[config.mk]
export PLATFORM = sky130hd
export DESIGN_NAME = seg_bcd_display
export DESIGN_NICKNAME = d
export VERILOG_FILES = /design/src/rtl/seg_pkg.sv /design/src/rtl/seg7_digit_dec.sv /design/src/rtl/seg_bcd_display.sv
export SDC_FILE = /design/constraint.sdc
export NUM_CORES = 1
export LEC_CHECK = 0
export CAP_MARGIN = 20
export CORE_MARGIN = 2
export CORE_UTILIZATION = 45
export CTS_BUF_LIST = sky130_fd_sc_hd__clkbuf_8
export DETAILED_ROUTE_END_ITERATION = 12
export DONT_BUFFER_PORTS = 1
export PLACE_DENSITY = 0.69
export SYNTH_ARGS = -nofsm -noshare
export SYNTH_HDL_FRONTEND = slang
export SYNTH_HIERARCHICAL = 1
export SYNTH_SLANG_ARGS = --single-unit
[constraint.sdc]
create_clock -name clock -period 2.05 [get_ports clock]
set_input_delay 0.205 -clock clock [delete_from_list [all_inputs] [get_ports clock]]
set_output_delay 0.205 -clock clock [all_outputs]
set_load 0.02 [all_outputs]
[src/rtl/seg_pkg.sv]
// Shared segment codes and FSM state type for the BCD seven-segment display driver.
package seg_pkg;

  // Active-low gfedcba segment codes
  localparam logic [6:0] SEG_0     = 7'b1000000;
  localparam logic [6:0] SEG_1     = 7'b1111001;
  localparam logic [6:0] SEG_2     = 7'b0100100;
  localparam logic [6:0] SEG_3     = 7'b0110000;
  localparam logic [6:0] SEG_4     = 7'b0011001;
  localparam logic [6:0] SEG_5     = 7'b0010010;
  localparam logic [6:0] SEG_6     = 7'b0000010;
  localparam logic [6:0] SEG_7     = 7'b1111000;
  localparam logic [6:0] SEG_8     = 7'b0000000;
  localparam logic [6:0] SEG_9     = 7'b0010000;
  localparam logic [6:0] SEG_BLANK = 7'b1111111;
  localparam logic [6:0] SEG_DASH  = 7'b0111111;

  typedef enum logic [1:0] {
    StIdle,
    StConv,
    StDone
  } seg_state_e;

endpackage

[src/rtl/seg7_digit_dec.sv]
// Combinational BCD digit to active-low seven-segment decoder; non-decimal codes show blank.
module seg7_digit_dec
  import seg_pkg::*;
(
  input  logic [3:0] digit,
  output logic [6:0] seg
);

  always_comb begin
    seg = SEG_BLANK;
    case (digit)
      4'd0:    seg = SEG_0;
      4'd1:    seg = SEG_1;
      4'd2:    seg = SEG_2;
      4'd3:    seg = SEG_3;
      4'd4:    seg = SEG_4;
      4'd5:    seg = SEG_5;
      4'd6:    seg = SEG_6;
      4'd7:    seg = SEG_7;
      4'd8:    seg = SEG_8;
      4'd9:    seg = SEG_9;
      default: seg = SEG_BLANK;
    endcase
  end

endmodule

[src/rtl/seg_bcd_display.sv]
// Sequential double-dabble binary-to-BCD converter driving latched seven-segment fields.
// Define SEG_LZB_EN to blank leading zero digits.
module seg_bcd_display
  import seg_pkg::*;
#(
  parameter int unsigned DATA_W = 32,
  parameter int unsigned DIGITS = 8
) (
  input  logic                  clock,
  input  logic                  reset,
  input  logic [DATA_W-1:0]     in_data,
  input  logic                  load,
  output logic                  busy,
  output logic                  done,
  output logic                  overflow,
  output logic [7*DIGITS-1:0]   hex
);

  localparam int unsigned CW   = $clog2(DATA_W);
  localparam int unsigned BW   = 4 * DIGITS;
  localparam int unsigned HexW = 7 * DIGITS;

`ifdef SEG_LZB_EN
  localparam logic [HexW-1:0] HexRst = ({DIGITS{SEG_BLANK}} & ~HexW'(7'h7f)) | HexW'(SEG_0);
`else
  localparam logic [HexW-1:0] HexRst = {DIGITS{SEG_0}};
`endif

  seg_state_e        state_q;
  logic [DATA_W-1:0] shift_q;
  logic [BW-1:0]     bcd_q;
  logic [BW-1:0]     bcd_adj;
  logic [CW-1:0]     count_q;
  logic              ovf_q;
  logic              overflow_q;
  logic              done_q;
  logic [HexW-1:0]   hex_q;
  logic [HexW-1:0]   dec_seg;
  logic [HexW-1:0]   hex_disp;

  for (genvar g = 0; g < DIGITS; g++) begin : g_dec
    seg7_digit_dec u_dec (
      .digit (bcd_q[4*g +: 4]),
      .seg   (dec_seg[7*g +: 7])
    );
  end

  // Per-digit add-3 with no carry between digits
  always_comb begin
    bcd_adj = '0;
    for (int i = 0; i < int'(DIGITS); i++) begin
      bcd_adj[4*i +: 4] = bcd_q[4*i +: 4] + ((bcd_q[4*i +: 4] >= 4'd5) ? 4'd3 : 4'd0);
    end
  end

  always_comb begin
`ifdef SEG_LZB_EN
    logic lead;
    lead     = 1'b1;
    hex_disp = dec_seg;
    for (int i = int'(DIGITS) - 1; i >= 1; i--) begin
      if (lead && (bcd_q[4*i +: 4] == 4'd0)) begin
        hex_disp[7*i +: 7] = SEG_BLANK;
      end else begin
        lead = 1'b0;
      end
    end
`else
    hex_disp = dec_seg;
`endif
  end

  always_ff @(posedge clock) begin
    if (reset) begin
      state_q    <= StIdle;
      shift_q    <= '0;
      bcd_q      <= '0;
      count_q    <= '0;
      ovf_q      <= 1'b0;
      overflow_q <= 1'b0;
      done_q     <= 1'b0;
      hex_q      <= HexRst;
    end else begin
      done_q <= 1'b0;
      unique case (state_q)
        StIdle: begin
          if (load) begin
            shift_q <= in_data;
            bcd_q   <= '0;
            ovf_q   <= 1'b0;
            count_q <= CW'(DATA_W - 1);
            state_q <= StConv;
          end
        end
        StConv: begin
          bcd_q   <= {bcd_adj[BW-2:0], shift_q[DATA_W-1]};
          shift_q <= {shift_q[DATA_W-2:0], 1'b0};
          // Any bit carried out of the top digit means the value needs more digits
          ovf_q   <= ovf_q | bcd_adj[BW-1];
          if (count_q == '0) begin
            state_q <= StDone;
          end else begin
            count_q <= count_q - CW'(1);
          end
        end
        StDone: begin
          hex_q      <= ovf_q ? {DIGITS{SEG_DASH}} : hex_disp;
          overflow_q <= ovf_q;
          done_q     <= 1'b1;
          state_q    <= StIdle;
        end
        default: state_q <= StIdle;
      endcase
    end
  end

  assign busy     = (state_q != StIdle);
  assign done     = done_q;
  assign overflow = overflow_q;
  assign hex      = hex_q;

endmodule

Word level (Yosys, flattened, before mapping) --
Memories as Yosys holds them, arrays and structs flattened. A register that Yosys moved wholly into a read port is not among the register bits. Cells that the tools add are included.
Word-level totals: flip-flop bits (word level) 130, latch bits 0, input port bits 35, memories 8, output and inout port bits 59, ROM bits 896, word-level logic and storage cells 84, memory bits (writable) 0
Memory list:
- (name not given) | depth 16, bits a word 7, read ports 1, clocked after Yosys merged registers in 1, wr ports 0, line seg7_digit_dec.sv:11 | case (digit)
- (name not given) | depth 16, bits a word 7, read ports 1, clocked after Yosys merged registers in 1, wr ports 0, line seg7_digit_dec.sv:11
- (name not given) | depth 16, bits a word 7, read ports 1, clocked after Yosys merged registers in 1, wr ports 0, line seg7_digit_dec.sv:11
- (name not given) | depth 16, bits a word 7, read ports 1, clocked after Yosys merged registers in 1, wr ports 0, line seg7_digit_dec.sv:11
- (name not given) | depth 16, bits a word 7, read ports 1, clocked after Yosys merged registers in 1, wr ports 0, line seg7_digit_dec.sv:11
- (name not given) | depth 16, bits a word 7, read ports 1, clocked after Yosys merged registers in 1, wr ports 0, line seg7_digit_dec.sv:11
- 2 more memories
Operators by class: shifts and indexed selects 0, add/subtract/negate cells 9, div/mod/pow operators 0, eq/ne operators 5, order comparisons 8, mux-type cells 38, multipliers 0, bitwise operators 1, reduce and logical (&&, ||, !) cells 7
Operators with widths (count):
- case mux 32 bit (2 select lines) | 2
- 2-to-1 mux 32 bit | 2
- 2-to-1 mux 4 bit | 16
- 2-to-1 mux 56 bit | 1
- adder 4 x 2 -> 4 bit | 8
- >= comparator 4 x 3 -> 1 bit (second input constant) | 8
- 2-to-1 mux 2 bit | 10
- 2-to-1 mux 5 bit | 2
- case mux 5 bit (2 select lines) | 1
- != test 2 bit (second input constant) | 3
- logical NOT 5 bit | 1
- subtractor 5 x 1 -> 5 bit (second input constant) | 1
- case mux 2 bit (2 select lines) | 1
- AND reduction 2 bit | 2
- nonzero test 2 bit | 2
- AND reduction 3 bit | 1
- == test 2 x 1 -> 1 bit (second input constant) | 1
- == test 2 bit (second input constant) | 1
- logical NOT 2 bit | 1
- 2-to-1 mux 1 bit | 2
- case mux 1 bit (2 select lines) | 1
- bitwise OR 1 bit | 1

Longest topological paths before layout --
Gate-level depths: netlist of the first run.
depth after elaboration 6, depth in mapped cells 8, depth with buffers taken out 8

Cells and area by module --
The synthesis of the first run kept the hierarchy.
By module, submodules not included:
- seg_bcd_display | times used 1, sequential area each 2602.5 um2, area each 5706.7 um2, cells an instance 660
- seg7_digit_dec at g_dec[1].u_dec ... | times used 6, sequential area each 0.0 um2, area each 210.2 um2, cells an instance 33
- seg7_digit_dec at g_dec[0].u_dec ... | times used 2, sequential area each 0.0 um2, area each 200.2 um2, cells an instance 31

Worst setup path before layout of the first run --
No wires, ideal clock.
path kind register to register, start point register bcd_q[17], end point register bcd_q[19], required time 1.922 ns, cell stages (with the launch flop) 8, path slack 0.335 ns, data arrival time 1.588 ns, setup time 0.128 ns, path through dfxtp_1 -> o21ai_0 -> nand2b_1 -> ha_1 -> fa_1 -> xor2_1 -> a22oi_1 -> nor2_1
Between the ends: cells in the longest elaborated chain, start to end 4
RTL lines:
- from (decl) | line seg_bcd_display.sv:31 | logic [BW-1:0] bcd_q;
- from (signal assigned) | line seg_bcd_display.sv:96 | bcd_q <= {bcd_adj[BW-2:0], shift_q[DATA_W-1]};
- >= comparator 4 x 3 -> 1 bit | line seg_bcd_display.sv:52 | bcd_adj[4*i +: 4] = bcd_q[4*i +: 4] + ((bcd_q[4*i +: 4] >= 4'd5) ? 4'd3 : 4'd0);
- 2-to-1 mux 2 bit | line seg_bcd_display.sv:52
- adder 4 x 2 -> 4 bit * | line seg_bcd_display.sv:52
- case mux 32 bit (2 select lines) * | line seg_bcd_display.sv:85 | unique case (state_q)
Every way passes the cells marked *; elsewhere a longest branch is shown, timed or not. A chain may end at the register's enable or synchronous reset.

Worst setup path after layout of the first run --
start point register state_q[1], end point register shift_q[22]
Between the ends: cells in the longest elaborated chain, start to end 3
RTL lines:
- from (decl) | line seg_bcd_display.sv:29 | seg_state_e state_q;
- from (signal assigned) | line seg_bcd_display.sv:75 | state_q <= StIdle;
- from (signal assigned) | line seg_bcd_display.sv:92 | state_q <= StConv;
- from (signal assigned) | line seg_bcd_display.sv:101 | state_q <= StDone;
- == test 2 x 1 -> 1 bit or logical NOT 2 bit (tied branches) | line seg_bcd_display.sv:85
- nonzero test 2 bit (no source line) or != test 2 bit (tied branches)
- AND reduction 2 bit (no source line)
- to (signal assigned) | line seg_bcd_display.sv:88 | shift_q <= in_data;
- to (signal assigned) | line seg_bcd_display.sv:97 | shift_q <= {shift_q[DATA_W-2:0], 1'b0};
- to (decl) | line seg_bcd_display.sv:30 | logic [DATA_W-1:0] shift_q;
Several ways; a longest one is shown, not always the timed one.

==> impl_metrics.json, run 1 <==
{
  "viasPerCell": 5.27,
  "vdd_ir_drop_max_mv": 0.393,
  "ys_ff_latch": 130,
  "r2r-start": "state_q[1]",
  "port_buffers": 0,
  "cts_root_buf": "clkbuf_8",
  "synth_cell_type_count": 51,
  "reg2reg_depth": 5,
  "diodes": 0,
  "synth_area_um2": 7370,
  "async_flop_share_pct": 0,
  "overflow": 0,
  "drc": 0,
  "final_max_slew_viol_count": 0,
  "cts_tree": "built",
  "cp_slowest_cell": "dlygate4sd3_1",
  "grt_use_total_pct": 19.4,
  "max-slew-margin-rel_pct": 36.1,
  "die_h_um": 132,
  "nFillCells": 1516,
  "path_class": "flop to flop",
  "clock_skew_ps": 11.2,
  "gp_congestion": 0.812,
  "hp-class": "input pin to flop",
  "cp-start-kind": "flop",
  "initial_core_util_pct": 46.2,
  "min-delay-start": "load",
  "cts_buffer_depth": 2,
  "worstPathCellList": "o21ba_2 -> buf_12 -> nor2_1 -> a311oi_1 -> dlygate4sd3_1",
  "die_w_um": 132,
  "maxCapViolations": 0,
  "hold_depth": 3,
  "core-area_um2": 15900,
  "critPathCaptureType": "flop",
  "post-route-period-util_pct": 93.1,
  "fp.dieArea_um2": 17400,
  "avgRoutedWirePerCell_um": 14.1,
  "wl_um": 16500,
  "tns_ps": 0,
  "dpl.hpwl_um": 10300,
  "status": "completed",
  "synth_edf_count": 0,
  "h-tree-depth": 4,
  "first_pass_iters": 4,
  "cts_setup_buffers": 0,
  "power_density_nw_per_um2": 697,
  "netlist_instances": 920,
  "worst_pin_slew_ps": 957,
  "yosysTopAreaCellShare_pct": 35.3,
  "area_delta_synth_final_pct": 13.6,
  "path_delay_family": "buffers and inverters",
  "clock_latency_ps": 450,
  "grt_start_max_net_pins": 98,
  "hold_ws_ps": 40.3,
  "rsz0062_at_grt": "false",
  "timing.rr.end": "shift_q[22]",
  "antenna_left": 0,
  "path_max_fanout": 62,
  "grt_pass1_wl_um": 27800,
  "seq_area_frac_synth_pct": 35.3,
  "crit_buf_inv": 2,
  "antenna_found_initial": 0,
  "rrSetupSlack_ps": 140,
  "finalCriticalPeriod_ps": 1910,
  "avgSynthCellArea_um2": 8.01,
  "synth_area_leaders": "dfxtp_1 35%, ha_1 9.8%, nor3_1 6.6%",
  "yosys_warnings": 6,
  "ioPinCount": 94,
  "leakagePower_nw": 3.43,
  "cts_sinks": 130,
  "crit_arrival_ps": 2310,
  "worstPathRequired_ps": 2450,
  "drive_above_1_share_pct": 9.33,
  "drt_iter0_drc": 305,
  "vias": 6165,
  "fmax_mhz": 524,
  "grt_pass1_vias": 5741,
  "setup_viol": 0,
  "row_count": 46,
  "cts_buffers": 17,
  "min_to": "count_q[2]",
  "hold_viol": 0,
  "slowest_delay_ps": 570,
  "layout.nets": 1042,
  "synth_top_cell_by_area": "dfxtp_1",
  "clk_pin_slew_worst_paths_ps": 80,
  "synth_nets": 1021,
  "synth-main-ff-cell": "dfxtp_1"
}
[sequential cells by signal, indices dropped and copies added, names as in the netlist]
register	flops
hex	56
bcd_q	32
done	1
state_q	2
overflow	1
count_q	5
ovf_q	1
shift_q	32
[worst max-delay path by stage]
| stage | from | end | slack (ps) | cells past startpoint |
|---|---|---|---|---|
| finish | state_q[1] | shift_q[22] | 140 | 5 |
| global route | bcd_q[25] | bcd_q[27] | 4 | 8 |
| CTS | state_q[1] | shift_q[22] | 20 | 5 |
| detailed placement | bcd_q[9] | bcd_q[11] | 190 | 7 |
| global placement | bcd_q[17] | bcd_q[19] | 270 | 7 |
| floorplan | bcd_q[17] | bcd_q[19] | 330 | 7 |
[cell usage after synthesis (9+ instances only)]
| library cell | instances |
|---|---|
| ha_1 | 58 |
| nand2b_1 | 38 |
| nor2_1 | 129 |
| dfxtp_1 | 130 |
| a22oi_1 | 9 |
| a311oi_1 | 32 |
| inv_1 | 49 |
| o21ai_0 | 55 |
| a22o_1 | 11 |
| nand2_1 | 101 |
| nor3_1 | 97 |
| a21oi_1 | 23 |
| clkbuf_1 | 19 |
| nand3_1 | 9 |
| buf_2 | 29 |
[logic make-up after synthesis]
| kind of cell | synth area share, % |
|---|---|
| AOI/OAI and AO/OA | 16.6 |
| xor gates and xnor gates | 0.951 |
| adders and majority gates | 12.0 |
| buffers and inverters | 7.57 |
| DFF | 35.3 |
| and+or+nand+nor | 27.6 |
[cells in the final DEF (no fill, tap or decap), types with 8 or more instances in the layout]
master / instances
a21o_1: 8
nor2_1: 129
or2_1: 8
ha_1: 58
a21oi_2: 8
nor3_1: 97
nand2_1: 101
nand2b_1: 37
a21oi_1: 23
inv_1: 49
buf_4: 32
fa_1: 8
clkbuf_8: 20
nand3b_1: 8
a22o_1: 11
a311oi_1: 32
dfxtp_1: 126
a22oi_1: 9
a31oi_1: 8
o21ai_0: 54
nand3_1: 9
dlygate4sd3_1: 32
[stage by stage]
stage	cells	utilization, %	setup WS, ps	power [mW]	area (um^2)
floorplan	920	-	335	3.23	7370
global placement	1105	47.5	265	3.31	7570
detailed placement	1105	47.5	189	3.32	7570
CTS	1170	52.5	21.9	5.90	8370
global route	1170	52.5	4.06	6.09	8370
finish	1170	52.5	142	5.84	8370
[layer usage]
metal	up-vias	track usage, %	wire [um]
met1	2859	24.3	7690
li1	3196	-	-
met2	90	32.6	7940
met5	-	0	0
met3	20	5.11	683
met4	0	6.28	225
[worst register-to-register path, delay by kind of cell, from the launching register on]
| family | cells | cell delay, ps |
|---|---|---|
| AOI/OAI and AO/OA | 2 | 540 |
| buffers and inverters | 2 | 830 |
| and+or+nand+nor | 1 | 90 |
| DFF | 1 | 400 |
[report_power, final]
part	switching (mW)	internal [mW]
sequential	0.126	2.65
clock	1.06	1.42
combinational	0.343	0.233
total	1.53	4.31
[area by class of cell]
type / instances / area, um^2 / share of cell area [%]
Multi-Input combinational cell: 675 / 4230 / 50.5
Sequential cell: 130 / 2610 / 31.1
Timing Repair Buffer: 67 / 628 / 7.50
Clock buffer: 20 / 275 / 3.29
Tap cell: 216 / 270 / 3.23
Inverter: 50 / 188 / 2.24
Clock inverter: 12 / 179 / 2.14
[timing repair]
item                                    CTS  global route
endpoints found under the setup margin    0             3
resized for setup                         0             4
endpoints found under the hold margin    97             0
hold buffers                             33             0
(Power assumes the default switching activity.)
==> inputs of run 2 (changes only) <==
Settings changed: ABC_AREA set to 1.
==> run 2 against run 1 <==
Die area is 3.0% lower. Sequential power hardly changed. Worst setup slack improved by 30 ps. Critical path type unchanged. Largest power group unchanged.
==> impl_metrics.json, run 2 <==
{
  "synth_top_cell_by_area": "dfxtp_1",
  "critPathCaptureType": "flop",
  "nFillCells": 1501,
  "post-route-period-util_pct": 91.6,
  "die_h_um": 130,
  "rrSetupSlack_ps": 170,
  "core-area_um2": 15700,
  "min_to": "bcd_q[0]",
  "cts_root_buf": "clkbuf_8",
  "wl_um": 16100,
  "cp-start-kind": "flop",
  "max-slew-margin-rel_pct": 59.7,
  "diodes": 0,
  "tns_ps": 0,
  "synth_nets": 1129,
  "worstPathCellList": "nor2_1 -> o21ai_0 -> ha_1 -> inv_1 -> fa_1 -> a21oi_1 -> o21ai_1 -> a21oi_1",
  "postPlaceCellArea_um2": 7400,
  "seq_area_frac_synth_pct": 36.5,
  "drive_above_1_share_pct": 7.73,
  "clock_skew_ps": 16.0,
  "maxCapViolations": 0,
  "synth_area_um2": 7140,
  "fmax_mhz": 533,
  "synth-main-ff-cell": "dfxtp_1",
  "cts_tree": "built",
  "path_class": "flop to flop",
  "gp_congestion": 0.822,
  "crit_buf_inv": 1,
  "port_buffers": 0,
  "fin_util_pct": 52.1,
  "yosys_warnings": 6,
  "hold_depth": 2,
  "crit_arrival_ps": 2270,
  "rsz0062_at_grt": "false",
  "cts_buffer_depth": 2,
  "avgSynthCellArea_um2": 6.94,
  "synth_area_leaders": "dfxtp_1 36%, nand2_1 15%, ha_1 10%",
  "drc": 0,
  "grt_use_total_pct": 19.7,
  "placed_cells": 1226,
  "leakagePower_nw": 3.89,
  "setup_viol": 0,
  "dpl_worst_slack_ps": 176,
  "finalNonFillerCells": 1290,
  "ys_ff_latch": 130,
  "synth_cell_type_count": 25,
  "cts_buffers": 17,
  "area_delta_synth_final_pct": 14.6,
  "drt_iter0_drc": 376,
  "finalCriticalPeriod_ps": 1880,
  "grt_pass1_vias": 5705,
  "timing.rr.end": "bcd_q[31]",
  "initial_core_util_pct": 45.4,
  "min-delay-start": "reset",
  "layout.cells.most_common": "nand2_1",
  "worstPathRequired_ps": 2440,
  "viasPerCell": 4.99,
  "async_flop_share_pct": 0,
  "worst_pin_slew_ps": 604,
  "vias": 6439,
  "post-route-cell-area_um2": 8180,
  "largest_register_ffs": 56,
  "vdd_ir_drop_max_mv": 0.421,
  "layout.nets": 1163,
  "mostFrequentLayoutCells": "288 x nand2_1, 130 x dfxtp_1, 116 x nor2_1, 97 x inv_1, 78 x nand3_1",
  "cts_sinks": 130,
  "final_max_slew_viol_count": 0,
  "fp.dieArea_um2": 16900,
  "clk_pin_slew_worst_paths_ps": 80,
  "grt_start_max_net_pins": 81,
  "hp-class": "input pin to flop",
  "synth_edf_count": 0,
  "row_count": 46,
  "ys_top_cells_by_count": "288 x nand2_1, 130 x dfxtp_1, 116 x nor2_1",
  "antenna_left": 0,
  "power_density_nw_per_um2": 716,
  "first_pass_iters": 7,
  "yosysTopAreaCellShare_pct": 36.5,
  "clock_latency_ps": 450,
  "r2r-start": "bcd_q[28]",
  "hold_viol": 0,
  "cp_slowest_cell": "dfxtp_1",
  "grt_pass1_wl_um": 26700,
  "slowest_delay_ps": 440,
  "overflow": 0,
  "ioPinCount": 94,
  "status": "completed",
  "setup_ws_ps": 173,
  "path_delay_family": "compound AO/OA/AOI/OAI gates",
  "antenna_found_initial": 0,
  "reg2reg_depth": 8,
  "die_w_um": 130,
  "netlist_instances": 1028,
  "dpl.hpwl_um": 10400,
  "h-tree-depth": 4,
  "avgRoutedWirePerCell_um": 12.5,
  "cpMostUsedCell": "a21oi_1",
  "path_max_fanout": 6,
  "synth_most_common_cell": "nand2_1"
}
==> run 2: metal layers <==
layer / vias to the layer above / track usage [%] / wire, um
met2: 125 / 32.8 / 7440
met1: 2922 / 24.7 / 7630
li1: 3370 / - / -
met3: 22 / 5.62 / 830
met5: - / 0 / 0
met4: 0 / 6.14 / 218
==> run 2: worst register-to-register path, cell delays in order (launching register included) <==
cell and delay (ps):
dfxtp_1 440, nor2_1 70, o21ai_0 300, ha_1 230, inv_1 50, fa_1 380
a21oi_1 150, o21ai_1 80, a21oi_1 110
==> run 2: area by class of cell <==
type	instances	area, um^2	area share, %
Multi-Input combinational cell	745	3890	47.5
Sequential cell	130	2600	31.8
Timing Repair Buffer	57	558	6.82
Inverter	111	418	5.11
Clock buffer	21	289	3.53
Tap cell	216	270	3.30
Clock inverter	10	156	1.91
==> run 2: cells by family after synthesis <==
kind of cell	count (synthesis)	synth area share (%)
buf+inv	153	9.06
compound gates	190	14.6
fa+ha+maj	66	12.4
simple gates	489	27.5
flops	130	36.5
==> run 2: how the worst max path moves through the flow <==
stage                          from         to  slack, ps  depth (start not counted)
after floorplan           bcd_q[30]  bcd_q[31]        210                          8
after global placement     bcd_q[0]   bcd_q[3]        280                          9
after detailed placement  bcd_q[20]  bcd_q[23]        180                          8
after CTS                  bcd_q[4]   bcd_q[7]        150                          8
after global routing       bcd_q[0]   bcd_q[3]          5                          9
final                     bcd_q[28]  bcd_q[31]        170                          8
==> run 2: power breakdown <==
| part | leakage [nW] | total [mW] | switching [mW] | internal, mW |
|---|---|---|---|---|
| sequential | 1.06 | 2.81 | 0.142 | 2.67 |
| clock | 0.221 | 2.44 | 0.998 | 1.44 |
| combinational | 2.61 | 0.616 | 0.394 | 0.223 |
==> run 2: repair_timing <==
item,in CTS,in global routing
hold buffers,33,0
endpoints found under the hold margin,66,0
resized for setup,0,4
setup buffers,0,0
endpoints found under the setup margin,0,4
==> run 2: per-stage QoR <==
stage	hold slack [ps]	total power, mW
6_report	28.5	5.86
3_5_place_dp	284	3.41
5_1_grt	24.6	6.15
2_1_floorplan	352	3.30
4_1_cts	13.0	5.92
3_3_place_gp	284	3.40
==> inputs of run 3 (changes only) <==
Settings changed: GPL_TIMING_DRIVEN set to 0.
==> run 3 against run 2 <==
Via count up 2.3%. Global-route usage grew 1.7 points. Critical path depth stayed put. Sequential cell count did not move. Largest power group unchanged. Sequential power hardly changed. Power up 1.4%. Core utilization rose by 0.18 points. Sequential share of layout area up 0.091 points. Register-to-register slack improved by 20 ps. Final cell count increased by 1.4%. Final area increased by 0.34%.
==> impl_metrics.json, run 3 (synthesis results as in run 2) <==
{
  "port_buffers": 0,
  "cts_sinks": 130,
  "dr_wl_met3_um": 891,
  "worstPathRequired_ps": 2430,
  "core-area_um2": 15700,
  "drc": 0,
  "area_delta_synth_final_pct": 15.0,
  "diodes": 0,
  "overflow": 0,
  "viasPerCell": 5.04,
  "ioPinCount": 94,
  "worstPathCellList": "inv_1 -> o21ai_1 -> ha_1 -> inv_1 -> fa_1 -> a21oi_1 -> o21ai_1 -> a21oi_1",
  "wl_met2_um": 8150,
  "largest_register_ffs": 56,
  "fin_util_pct": 52.3,
  "setup_viol": 0,
  "antenna_found_initial": 0,
  "drt-met1-wl_um": 7960,
  "post-route-period-util_pct": 90.6,
  "cts_buffer_depth": 2,
  "die_h_um": 130,
  "vias": 6590,
  "placed_cells": 1244,
  "mostFrequentLayoutCells": "288 x nand2_1, 119 x dfxtp_1, 116 x nor2_1, 98 x inv_1, 78 x nand3_1",
  "final_max_slew_viol_count": 0,
  "die_w_um": 130,
  "grt_pass1_vias": 5917,
  "first_pass_iters": 5,
  "cts_root_buf": "clkbuf_8",
  "path_max_fanout": 10,
  "path_class": "flop to flop",
  "leakagePower_nw": 3.90,
  "finalNonFillerCells": 1308,
  "finalCriticalPeriod_ps": 1860,
  "cp_slowest_cell": "dfxtp_2",
  "crit_buf_inv": 2,
  "clock_latency_ps": 450,
  "hp-class": "input pin to flop",
  "maxCapViolations": 0,
  "drt_iter0_drc": 336,
  "slowest_delay_ps": 450,
  "grt_pass1_wl_um": 28700,
  "dpl_worst_slack_ps": -50.9,
  "cts_tree": "built",
  "gp_congestion": 0.855,
  "highest_layer": "met4",
  "status": "completed",
  "initial_core_util_pct": 45.4,
  "clock_skew_ps": 10.8,
  "cts_setup_buffers": 0,
  "worst_pin_slew_ps": 587,
  "crit_arrival_ps": 2240,
  "grt_use_total_pct": 21.4,
  "layout.nets": 1181,
  "path_delay_family": "adder cells",
  "hold_viol": 0,
  "fmax_mhz": 539,
  "tns_ps": 0,
  "clk_pin_slew_worst_paths_ps": 80,
  "antenna_left": 0,
  "cts_buffers": 17,
  "avgRoutedWirePerCell_um": 13.3,
  "fp.dieArea_um2": 16900,
  "drive_above_1_share_pct": 8.97,
  "wl_um": 17300,
  "setup_ws_ps": 194,
  "grt_start_max_net_pins": 17,
  "max-slew-margin-rel_pct": 60.9,
  "h-tree-depth": 4,
  "layout.cells.most_common": "nand2_1",
  "power_density_nw_per_um2": 724,
  "critPathCaptureType": "flop",
  "rrSetupSlack_ps": 190,
  "dpl.hpwl_um": 11900,
  "vdd_ir_drop_max_mv": 0.528,
  "rsz0062_at_grt": "false",
  "hold_ws_ps": 52.8,
  "row_count": 46,
  "cp-start-kind": "flop"
}
## run 3: cell types whose count changed in the layout (fill, tap and decap cells not counted), moves of 2 or more
cell	previous run	this run
dfxtp_2	0	10
clkbuf_8	21	18
o21ai_2	8	12
clkbuf_1	0	16
buf_2	0	15
o21ai_0	65	63
clkinv_2	3	5
buf_4	21	8
o21ai_1	39	37
buf_12	4	0
dfxtp_1	130	119
buf_6	0	3
## run 3: power by group
group / internal (mW) / switching, mW
sequential: 2.66 / 0.143
clock: 1.45 / 1.01
combinational: 0.241 / 0.427
## run 3: per-stage QoR
step	instance area, um^2	total power, mW
2_1_floorplan	7140	3.30
3_3_place_gp	7410	3.46
3_5_place_dp	7410	3.47
4_1_cts	8180	5.99
5_1_grt	8210	6.20
6_report	8210	5.94
## run 3: worst paths after layout
| check | start | end | cells after the start |
|---|---|---|---|
| worst max-delay path | bcd_q[6] | bcd_q[7] | 8 |
| worst min-delay path | load | ovf_q | 5 |
| worst min register to register | shift_q[31] | bcd_q[0] | 2 |
| worst max register to register | bcd_q[6] | bcd_q[7] | 8 |
## run 3: metal layers
metal  GRT usage (%)  vias to the layer above
li1                -                     3413
met1            27.7                     3000
met2            35.0                      148
met3            5.29                       29
met4            7.34                        0
met5               0                        -
## run 3: final cells by class
type	instances	area [um^2]
fillers	1537	7500
multi-input cells	745	3900
flip-flops and latches	130	2620
inverters	111	418
repair buffers	33	330
well taps	216	270
clock buffers	18	248
plain buffers	42	229
clock inverters	13	193
## run 3: what timing repair did
| action | in CTS | in global routing |
|---|---|---|
| hold endpoints to repair | 35 | 0 |
| pin swaps | 0 | 0 |
| gates resized for setup | 5 | 17 |
| endpoints found under the setup margin | 5 | 9 |
| hold buffers | 33 | 0 |
## run 3: worst register-to-register path: cells and delay by family, from the launching register on
kind | cells | cell delay [ps]
AO/OA/AOI/OAI | 4 | 560
flip-flops | 1 | 450
buffers and inverters | 2 | 160
adder cells (fa/ha/maj) | 2 | 600
